**src/rtl/regfile_dbg.sv**
```systemverilog
// rtl/regfile_dbg.sv - debug dump/load controller for the 32 x 32-bit register file
// Halts the CPU, then streams a wrapping address range out of or into the register file.
module regfile_dbg (
  input  logic        Clk,
  input  logic        Clrn,
  input  logic        Start,
  input  logic        Mode,
  input  logic [4:0]  First,
  input  logic [4:0]  Last,
  output logic        HaltReq,
  input  logic        HaltAck,
  output logic [4:0]  Ra,
  input  logic [31:0] Qa,
  output logic [4:0]  Wr,
  output logic [31:0] D,
  output logic        We,
  output logic [31:0] OutData,
  output logic [4:0]  OutAddr,
  output logic        OutValid,
  input  logic        OutReady,
  input  logic [31:0] InData,
  input  logic        InValid,
  output logic        InReady,
  output logic        Busy,
  output logic        Done
);

  typedef enum logic [2:0] {S_IDLE, S_HALT, S_DUMP, S_LOAD, S_FINISH} state_t;

  state_t      state_q, state_d;
  logic        mode_q, mode_d;
  logic [4:0]  ptr_q, ptr_d;
  logic [5:0]  count_q, count_d;
  logic        we_q, we_d;
  logic [4:0]  wr_q, wr_d;
  logic [31:0] d_q, d_d;
  logic [31:0] out_data_q, out_data_d;
  logic [4:0]  out_addr_q, out_addr_d;
  logic        out_valid_q, out_valid_d;

  logic [4:0]  span;
  logic        issue;
  logic        accept;
  logic        in_hs;

  // Address difference wraps naturally in 5 bits, giving the 31->0 wrap for free.
  assign span   = Last - First;
  assign issue  = (state_q == S_DUMP) && (count_q != 6'd0) && (!out_valid_q || OutReady);
  assign accept = out_valid_q && OutReady;
  assign in_hs  = (state_q == S_LOAD) && (count_q != 6'd0) && InValid;

  always_comb begin
    state_d     = state_q;
    mode_d      = mode_q;
    ptr_d       = ptr_q;
    count_d     = count_q;
    we_d        = 1'b0;
    wr_d        = wr_q;
    d_d         = d_q;
    out_data_d  = out_data_q;
    out_addr_d  = out_addr_q;
    out_valid_d = out_valid_q;
    case (state_q)
      S_IDLE: begin
        if (Start) begin
          mode_d  = Mode;
          ptr_d   = First;
          count_d = {1'b0, span} + 6'd1;
          state_d = S_HALT;
        end
      end
      S_HALT: begin
        if (HaltAck) state_d = mode_q ? S_LOAD : S_DUMP;
      end
      S_DUMP: begin
        if (issue) begin
          out_data_d  = Qa;
          out_addr_d  = ptr_q;
          out_valid_d = 1'b1;
          ptr_d       = ptr_q + 5'd1;
          count_d     = count_q - 6'd1;
        end else if (accept) begin
          out_valid_d = 1'b0;
        end
        if (accept && (count_q == 6'd0)) state_d = S_FINISH;
      end
      S_LOAD: begin
        if (in_hs) begin
          // r0 is architecturally constant: consume the word but suppress the write.
          we_d    = (ptr_q != 5'd0);
          wr_d    = ptr_q;
          d_d     = InData;
          ptr_d   = ptr_q + 5'd1;
          count_d = count_q - 6'd1;
        end
        if (count_q == 6'd0) state_d = S_FINISH;
      end
      S_FINISH: state_d = S_IDLE;
      default:  state_d = S_IDLE;
    endcase
  end

  always_ff @(posedge Clk or negedge Clrn) begin
    if (!Clrn) begin
      state_q     <= S_IDLE;
      mode_q      <= 1'b0;
      ptr_q       <= 5'd0;
      count_q     <= 6'd0;
      we_q        <= 1'b0;
      wr_q        <= 5'd0;
      d_q         <= 32'd0;
      out_data_q  <= 32'd0;
      out_addr_q  <= 5'd0;
      out_valid_q <= 1'b0;
    end else begin
      state_q     <= state_d;
      mode_q      <= mode_d;
      ptr_q       <= ptr_d;
      count_q     <= count_d;
      we_q        <= we_d;
      wr_q        <= wr_d;
      d_q         <= d_d;
      out_data_q  <= out_data_d;
      out_addr_q  <= out_addr_d;
      out_valid_q <= out_valid_d;
    end
  end

  // Status outputs decode straight from the state flop so reset clears them asynchronously.
  assign HaltReq  = (state_q == S_HALT) || (state_q == S_DUMP) || (state_q == S_LOAD);
  assign Busy     = (state_q != S_IDLE);
  assign Done     = (state_q == S_FINISH);
  assign Ra       = (state_q == S_DUMP) ? ptr_q : 5'd0;
  assign InReady  = (state_q == S_LOAD) && (count_q != 6'd0);
  assign We       = we_q;
  assign Wr       = wr_q;
  assign D        = d_q;
  assign OutData  = out_data_q;
  assign OutAddr  = out_addr_q;
  assign OutValid = out_valid_q;

endmodule

```
**config.mk**
```make
export PLATFORM = sky130hd
export DESIGN_NAME = regfile_dbg
export DESIGN_NICKNAME = d
export VERILOG_FILES = /design/src/rtl/regfile_dbg.sv
export SDC_FILE = /design/constraint.sdc
export NUM_CORES = 1
export LEC_CHECK = 0
export CAP_MARGIN = 25
export CORE_MARGIN = 2
export CORE_UTILIZATION = 44
export CTS_BUF_LIST = sky130_fd_sc_hd__clkbuf_4 sky130_fd_sc_hd__clkbuf_8 sky130_fd_sc_hd__clkbuf_16
export CTS_CLUSTER_SIZE = 28
export DETAILED_ROUTE_END_ITERATION = 8
export GPL_TIMING_DRIVEN = 0
export PLACE_DENSITY = 0.77
export SLEW_MARGIN = 15
export SYNTH_ARGS = -nofsm -noshare
export SYNTH_HDL_FRONTEND = slang
export SYNTH_SLANG_ARGS = --single-unit
```
**constraint.sdc**
```tcl
create_clock -name Clk -period 2.3 [get_ports Clk]
set_clock_uncertainty 0.1 [all_clocks]
set_input_delay 0.46 -clock Clk [delete_from_list [all_inputs] [get_ports Clk]]
set_output_delay 0.46 -clock Clk [all_outputs]
set_load 0.01 [all_outputs]
```
==> results of run 1 <==
-- worst register-to-register path, delay by kind of cell, from the launching register on --
family | cells | cell delay [ns]
buffers and inverters | 3 | 0.44
multiplexers | 1 | 0.32
AND/OR/NAND/NOR | 3 | 0.30
adder cells (fa/ha/maj) | 1 | 0.19
flip-flops | 1 | 0.38
AO/OA/AOI/OAI | 1 | 0.34
-- power by group through the flow --
stage / clock network, mW / registers, mW / logic (mW)
after CTS: 1.16 / 2.92 / 4.77
after global placement: 0 / 2.90 / 4.56
after detailed placement: 0 / 2.96 / 4.65
after floorplan: 0 / 3.20 / 2.19
after global routing: 1.22 / 3.01 / 5.21
final: 1.12 / 2.91 / 4.84
-- cell families after synthesis --
logic type	count (synthesis)	share of synthesized area, %
flops	91	54.4
simple gates	66	8.32
fa+ha+maj	10	3.17
buf+inv	27	3.56
compound gates	45	6.91
mux	73	22.3
xor+xnor	6	1.26
-- metrics by stage --
stage / cell area (sq um) / hold slack [ns] / cells / utilization [%] / setup slack (ns)
after floorplan: 4180 / 0.0644 / 318 / - / 0.131
after global placement: 6000 / 0.365 / 612 / 64.9 / -2.62
after detailed placement: 6020 / 0.334 / 613 / 65.2 / -0.489
after CTS: 6330 / 0.397 / 635 / 68.5 / -0.0537
after global routing: 6390 / 0.343 / 639 / 69.2 / -0.118
final: 6390 / 0.340 / 639 / 69.2 / -0.0658
-- synth_stat cells, drive strengths merged (2+ instances only) --
cell type  instances  area (sq um)
xnor2              4          35.0
buf               10          85.1
o21ai             11          55.1
o22ai              3          18.8
nor2b              2          12.5
nand3b             3          22.5
ha                 9           113
nor3               6          30.0
dfrtp             91          2280
clkbuf             5          18.8
nand2             17          71.3
or3                2          12.5
and3               3          18.8
a21oi             14          81.3
nand3              8          40.0
nand2b             5          31.3
and2               4          25.0
a31oi              3          18.8
inv               12          45.0
mux2              73           935
o211ai             3          22.5
xor2               2          17.5
nor2              10          37.5
a211o              2          17.5
a21boi             3          22.5
-- per-layer routing --
layer	up-vias	part of all wire (%)	wire [um]	global-route usage, %
met4	0	1.2	130	5.41
met2	106	51	5340	36.8
met5	-	0	0	0
li1	1489	-	-	-
met1	1572	42	4390	25.4
met3	12	5.8	604	4.55
-- worst min path at each step --
stage	startpoint	end	slack, ns	cells after the start
after floorplan	Clrn	D[0]	0.06	0
after global placement	Wr[0]	Wr[0]	0.37	2
final	First[0]	ptr_q[0]	0.34	3
after detailed placement	Clrn	D[18]	0.33	1
after global routing	First[0]	ptr_q[0]	0.34	3
after CTS	Wr[1]	Wr[1]	0.40	2
-- cell type report --
class	count	area, sq um	share of cell area, %
Sequential cell	91	2280	35.6
Multi-Input combinational cell	200	1820	28.5
Timing Repair Buffer	176	1750	27.3
Tap cell	129	161	2.53
Clock buffer	11	151	2.37
Buffer	15	129	2.02
Clock inverter	5	58.8	0.920
Inverter	12	45.0	0.705
-- sequential cells by signal (all words and copies together) (netlist names) --
register and flops:
We 1, mode_q 1, state_q 3, ptr_q 5, OutData 32, D 32
OutValid 1, Wr 5, OutAddr 5, count_q 6
-- cell usage in the layout, fill, tap and decap left out, drive strengths merged, types with 2 or more instances in the layout --
master / count
nor3: 6
clkdlybuf4s50: 154
nand2b: 5
o22ai: 3
or3: 2
nor2b: 2
nand3b: 3
dlymetal6s2s: 2
ha: 9
clkbuf: 16
and3: 3
nand3: 8
buf: 22
o21ai: 11
a21oi: 14
nand2: 17
dfrtp: 91
inv: 13
a21boi: 3
nor2: 10
xnor2: 4
mux2: 73
dlygate4sd2: 6
a31oi: 3
o211ai: 3
a211o: 2
and2: 4
xor2: 2
clkinvlp: 2
-- timing repair --
item | 4_1_cts | 5_1_grt
setup buffers | 5 | 4
resized for setup | 33 | 12
endpoints found under the hold margin | 29 | 0
pin swaps | 9 | 5
endpoints found under the setup margin | 10 | 38
hold buffers | 1 | 0
==> results.txt, run 1 <==
status: finished with violations
failing checks: setup timing
# port buffers: 165
FF-to-FF setup slack: 0.13 ns
ANT nets after route: 0
Area Overhead vs Synth: 52.8%
# DRC: 0
Starting Density: 45.3%
clock slew at reported path FFs: 0.09 ns
Synth Instances: 318
Worst setup endpoint: InReady
Crit Path Max Fanout: 6
Avg WL per Cell: 16.4 um
CTS tree: yes
diode count: 0
setup slack after layout: -0.0658 ns
total grt overflow: 0
final-stage net count: 596
router iterations before antenna repair: 4
number of global-route vias before repair: 3353
Slowest-stage cell, CP: dfrtp_1
Avg Inst Size Synth: 13.2 sq um
final wirelength: 10500 um
asr flop ratio synth: 100%
Final Max Tran Viols: 0
I/O pin total: 166
crit path from: count_q[3]
Via density: 4.97
slowest stage delay, CP: 0.40 ns
syn nets: 409
internal power: 5.86 mW
Distinct cells, synth: 45
Site Rows: 35
Comb pwr share: 54.5%
setup violators final: 1
Leak: 2.79 nW
Peak Freq: 0.423 GHz
Critical Path Source Type: flop
switching power share of the total: 34.0%
total power: 8.87 mW
family with the most delay on the worst path: simple AND/OR/NAND/NOR gates
clock sink total: 91
All-Layer GR Usage: 20.7%
nature of the critical path endpoint: output pin
Main synth FF type: dfrtp_1
final worst path period share: 103%
buffer and inverter count on the worst path: 2
Via Count: 3179
relative slew slack: 63.8%
CTS root buf: clkbuf_8
HPWL after DPL: 7770 um
Post-synth EDFFs: 0
largest net degree at the start of global routing: 63
initial antenna violation count: 0
critical-path cell list: or3_4 > or2_1 > buf_6 > and3_1 > buf_2
Core ar.: 9240 sq um
Clock Power Share: 12.7%
Clock Latency Late Sink: 0.35 ns
Max-Cap Viols: 0
first-pass GRT wire length: 16600 um
maximum vdd drop: 0.602 mV
Die X: 102 um
fill count: 697
RSZ-0062 raised after global routing: true
Seq/Total Area, Yosys: 54.4%
Min-Delay Path Class: in2reg
final setup TNS: -0.0658 ns
r2r startpoint: count_q[0]
Initial DRC Count: 53
Req. time, crit path: 1.74 ns
mapped cell area: 4180 sq um
RePlAce Congestion: 0.844
Psw: 3.01 mW
Die Y: 102 um
Worst Tran Pin Value: 0.538 ns
TritonCTS buffer count: 9
Reg2Reg Depth: 9
Tmin final: 2.37 ns
arrival time worst endpoint: 1.81 ns
power per cell area: 1390 nW/um^2
Fin. Hold Viols: 0
Critical R2R Capture: OutData[28]
CTS max path bufs: 2
die area: 10300 sq um
Worst Setup Path Type: reg2out
Ys Warns: 0
htree depth: 3
#FFs+latches synth: 91
critical path depth: 5
sequential share of power: 32.8%
share of cells above drive strength 1: 25.3%
No activity file was read; power rests on OpenSTA's default activity.
==> run 2, diff against run 1 <==
--- a/config.mk
+++ b/config.mk
@@ -5,7 +5,7 @@
 export SDC_FILE = /design/constraint.sdc
 export NUM_CORES = 1
 export LEC_CHECK = 0
-export CAP_MARGIN = 25
+export CAP_MARGIN = 20
 export CORE_MARGIN = 2
 export CORE_UTILIZATION = 44
 export CTS_BUF_LIST = sky130_fd_sc_hd__clkbuf_4 sky130_fd_sc_hd__clkbuf_8 sky130_fd_sc_hd__clkbuf_16
==> results.txt, run 2 (synthesis gave the netlist of run 1 again) <==
status: finished with violations
failing checks: setup timing
RSZ-0062 raised after global routing: true
Initial DRC Count: 53
Max-Cap Viols: 0
Req. time, crit path: 1.74 ns
Worst Tran Pin Value: 0.538 ns
Die Y: 102 um
Site Rows: 35
Via Count: 3179
maximum vdd drop: 0.602 mV
post-placement worst setup slack: -0.489 ns
design area: 6390 sq um
Via density: 4.97
power per cell area: 1390 nW/um^2
Core ar.: 9240 sq um
Leak: 2.79 nW
DP Cell Count: 613
router iterations before antenna repair: 4
family with the most delay on the worst path: simple AND/OR/NAND/NOR gates
Worst Setup Path Type: reg2out
setup slack after layout: -0.0658 ns
Fin. Hold Viols: 0
Clock Latency Late Sink: 0.35 ns
final-stage net count: 596
Peak Freq: 0.423 GHz
most common cell after layout, fill and taps aside: clkdlybuf4s50_1
initial antenna violation count: 0
# DRC: 0
final setup TNS: -0.0658 ns
Starting Density: 45.3%
slowest stage delay, CP: 0.40 ns
TritonCTS buffer count: 9
CTS max path bufs: 2
buffer and inverter count on the worst path: 2
Final Max Tran Viols: 0
total power: 8.87 mW
relative slew slack: 63.8%
diode count: 0
CTS root buf: clkbuf_8
commonest non-fill, non-tap cells in the layout: clkdlybuf4s50_1 (154), dfrtp_1 (91), mux2_2 (37)
Tmin final: 2.37 ns
final wirelength: 10500 um
HPWL after DPL: 7770 um
number of global-route vias before repair: 3353
arrival time worst endpoint: 1.81 ns
die area: 10300 sq um
Slowest-stage cell, CP: dfrtp_1
critical-path cell list: or3_4 > or2_1 > buf_6 > and3_1 > buf_2
# port buffers: 165
share of cells above drive strength 1: 25.3%
clock slew at reported path FFs: 0.09 ns
Die X: 102 um
setup violators final: 1
Min-Delay Path Class: in2reg
final worst path period share: 103%
nature of the critical path endpoint: output pin
I/O pin total: 166
Critical Path Source Type: flop
RePlAce Congestion: 0.844
htree depth: 3
clock sink total: 91
Area Overhead vs Synth: 52.8%
first-pass GRT wire length: 16600 um
Layout Cells excl Fill: 639
CTS tree: yes
placed cell areas: 6020 sq um
total grt overflow: 0
ANT nets after route: 0
Avg WL per Cell: 16.4 um
largest net degree at the start of global routing: 63
Crit Path Max Fanout: 6
All-Layer GR Usage: 20.7%
-- run 2: cell counts in the layout (fill, tap and decap cells not counted) --
Identical to the previous run, type by type.
-- run 2: worst paths after layout --
check	start	slack, ns	cells past startpoint	endpoint
worst min register to register	Wr[1]	0.39	2	Wr[1]
min in group asynchronous	Clrn	0.49	2	D[22]
worst max-delay path	count_q[3]	-0.07	5	InReady
worst max register to register	count_q[0]	0.13	9	OutData[28]
max in group asynchronous	Clrn	0.96	3	OutData[30]
worst min-delay path	First[0]	0.34	3	ptr_q[0]
-- run 2: cell type report --
class	count	area, sq um
Fill cell	697	2850
Timing Repair Buffer	176	1750
Multi-Input combinational cell	200	1820
Tap cell	129	161
Buffer	15	129
Inverter	12	45.0
Clock inverter	5	58.8
Clock buffer	11	151
Sequential cell	91	2280
-- run 2: power breakdown --
| part | internal (mW) | switching [mW] |
|---|---|---|
| registers | 2.42 | 0.494 |
| logic | 2.88 | 1.96 |
| clock network | 0.564 | 0.561 |
| total | 5.86 | 3.01 |
-- run 2: repair_timing --
item	4_1_cts	5_1_grt
hold buffers	1	0
hold endpoints to repair	29	0
endpoints found under the setup margin	10	38
pin swaps	9	5
gates resized for setup	33	12
setup buffers	5	4
-- run 2: tightest hold or removal path, stage by stage --
cell            delay, ns
dlymetal6s2s_1       0.12
nand3_1              0.08
o211ai_1             0.08
-- run 2: metrics by stage --
stage | hold WS (ns) | util [%]
after floorplan | 0.0644 | -
after global placement | 0.365 | 64.9
after detailed placement | 0.334 | 65.2
after CTS | 0.397 | 68.5
after global routing | 0.343 | 69.2
final | 0.340 | 69.2
-- run 2: layer usage --
| metal | vias to the layer above | routed length [um] | share of wire [%] | GRT usage (%) |
|---|---|---|---|---|
| li1 | 1489 | - | - | - |
| met2 | 106 | 5340 | 51 | 36.8 |
| met1 | 1572 | 4390 | 42 | 25.4 |
| met5 | - | 0 | 0 | 0 |
| met4 | 0 | 130 | 1.2 | 5.41 |
| met3 | 12 | 604 | 5.8 | 4.55 |
==> run 3, diff against run 2 <==
--- a/config.mk
+++ b/config.mk
@@ -5,15 +5,15 @@
 export SDC_FILE = /design/constraint.sdc
 export NUM_CORES = 1
 export LEC_CHECK = 0
-export CAP_MARGIN = 20
 export CORE_MARGIN = 2
 export CORE_UTILIZATION = 44
 export CTS_BUF_LIST = sky130_fd_sc_hd__clkbuf_4 sky130_fd_sc_hd__clkbuf_8 sky130_fd_sc_hd__clkbuf_16
 export CTS_CLUSTER_SIZE = 28
 export DETAILED_ROUTE_END_ITERATION = 8
+export GPL_ROUTABILITY_DRIVEN = 1
 export GPL_TIMING_DRIVEN = 0
 export PLACE_DENSITY = 0.77
-export SLEW_MARGIN = 15
+export SLEW_MARGIN = 20
 export SYNTH_ARGS = -nofsm -noshare
 export SYNTH_HDL_FRONTEND = slang
 export SYNTH_SLANG_ARGS = --single-unit
==> results.txt, run 3 (synthesis gave the netlist of run 1 again) <==
status: finished with violations
failing checks: setup timing
FF-to-FF setup slack: 0.14 ns
All-Layer GR Usage: 20.8%
power per cell area: 1390 nW/um^2
Crit Path Max Fanout: 6
placed cell areas: 6020 sq um
Die Y: 102 um
Tmin final: 2.33 ns
sequential share of power: 32.7%
final worst path period share: 101%
first-pass GRT wire length: 16600 um
total grt overflow: 0
Critical Path Source Type: flop
largest net degree at the start of global routing: 56
number of global-route vias before repair: 3334
Req. time, crit path: 1.74 ns
switching power share of the total: 34.4%
Starting Density: 45.3%
setup violators final: 1
internal power: 5.81 mW
CTS max path bufs: 2
I/O pin total: 166
clock sink total: 91
relative slew slack: 66.1%
# DRC: 0
Comb pwr share: 54.5%
RePlAce Congestion: 0.844
Worst Setup Path Type: reg2out
DP Cell Count: 613
design area: 6380 sq um
Clock Power Share: 12.8%
fill count: 708
Initial DRC Count: 54
router iterations before antenna repair: 4
Max-Cap Viols: 0
Via density: 4.98
most common cell after layout, fill and taps aside: clkdlybuf4s50_1
Worst Tran Pin Value: 0.508 ns
Core ar.: 9240 sq um
Psw: 3.05 mW
Layout Cells excl Fill: 637
Via Count: 3173
TritonCTS buffer count: 9
Avg WL per Cell: 16.4 um
Clock Latency Late Sink: 0.36 ns
final-stage net count: 594
initial antenna violation count: 0
clock slew at reported path FFs: 0.10 ns
Peak Freq: 0.429 GHz
Die X: 102 um
RSZ-0062 raised after global routing: true
setup slack after layout: -0.0315 ns
Site Rows: 35
Area Overhead vs Synth: 52.6%
Final Max Tran Viols: 0
maximum vdd drop: 0.624 mV
final wirelength: 10400 um
Fin. Hold Viols: 0
# port buffers: 165
diode count: 0
Min-Delay Path Class: in2reg
ANT nets after route: 0
CTS tree: yes
HPWL after DPL: 7790 um
commonest non-fill, non-tap cells in the layout: clkdlybuf4s50_1 (154), dfrtp_1 (91), mux2_2 (37)
post-placement worst setup slack: -0.487 ns
htree depth: 3
nature of the critical path endpoint: output pin
Leak: 2.77 nW
share of cells above drive strength 1: 24.8%
arrival time worst endpoint: 1.77 ns
total power: 8.86 mW
CTS root buf: clkbuf_8
die area: 10300 sq um
run 3: final timing paths:
kind	cells past startpoint	startpoint	end
min reg2reg	2	Wr[0]	Wr[0]
min	3	First[0]	ptr_q[0]
max reg2reg	9	count_q[0]	OutData[22]
max	5	count_q[3]	InReady
min in group asynchronous	2	Clrn	D[22]
max in group asynchronous	3	Clrn	OutAddr[4]
run 3: through the flow:
step	utilization (%)	hold WS [ns]	setup TNS, ns
after floorplan	-	0.0644	0
after global placement	64.9	0.365	-240.40
after detailed placement	65.2	0.369	-2.83
after CTS	68.5	0.399	-0.0652
after global routing	69.1	0.330	-0.0994
final	69.1	0.337	-0.0315
run 3: power groups by stage:
| stage | registers, mW | logic [mW] | clock network (mW) |
|---|---|---|---|
| 2_1_floorplan | 3.20 | 2.19 | 0 |
| 3_3_place_gp | 2.90 | 4.56 | 0 |
| 3_5_place_dp | 2.96 | 4.65 | 0 |
| 4_1_cts | 2.91 | 4.77 | 1.16 |
| 5_1_grt | 3.00 | 5.21 | 1.22 |
| 6_report | 2.90 | 4.83 | 1.13 |
run 3: worst max-delay path, cell delays in order (launching register included):
cell     delay [ns]
dfrtp_1        0.40
or3_4          0.37
or2_1          0.22
buf_6          0.14
and3_4         0.17
buf_6          0.11
run 3: area by class of cell:
| cell class | count | area (sq um) | area share (%) |
|---|---|---|---|
| tap | 129 | 161 | 2.53 |
| clock inverter | 7 | 83.8 | 1.31 |
| sequential | 91 | 2280 | 35.7 |
| inverter | 12 | 45.0 | 0.706 |
| multi-input combinational | 200 | 1820 | 28.6 |
| timing repair buffer | 174 | 1740 | 27.2 |
| clock buffer | 9 | 124 | 1.94 |
| buffer | 15 | 129 | 2.02 |
run 3: timing repair:
item                                   in CTS  in global routing
resized for setup                          35                 12
setup endpoints to repair                  10                 35
hold buffers                                1                  0
buffers inserted                            4                  3
endpoints found under the hold margin      36                  0
pin swaps                                   8                  5
run 3: routing by layer:
layer | track usage [%] | vias to the layer above | share of wire [%]
met5 | 0 | - | 0
met4 | 6.96 | 0 | 1.4
met3 | 4.76 | 13 | 6.1
li1 | - | 1487 | -
met1 | 25.1 | 1554 | 41
met2 | 36.7 | 119 | 51
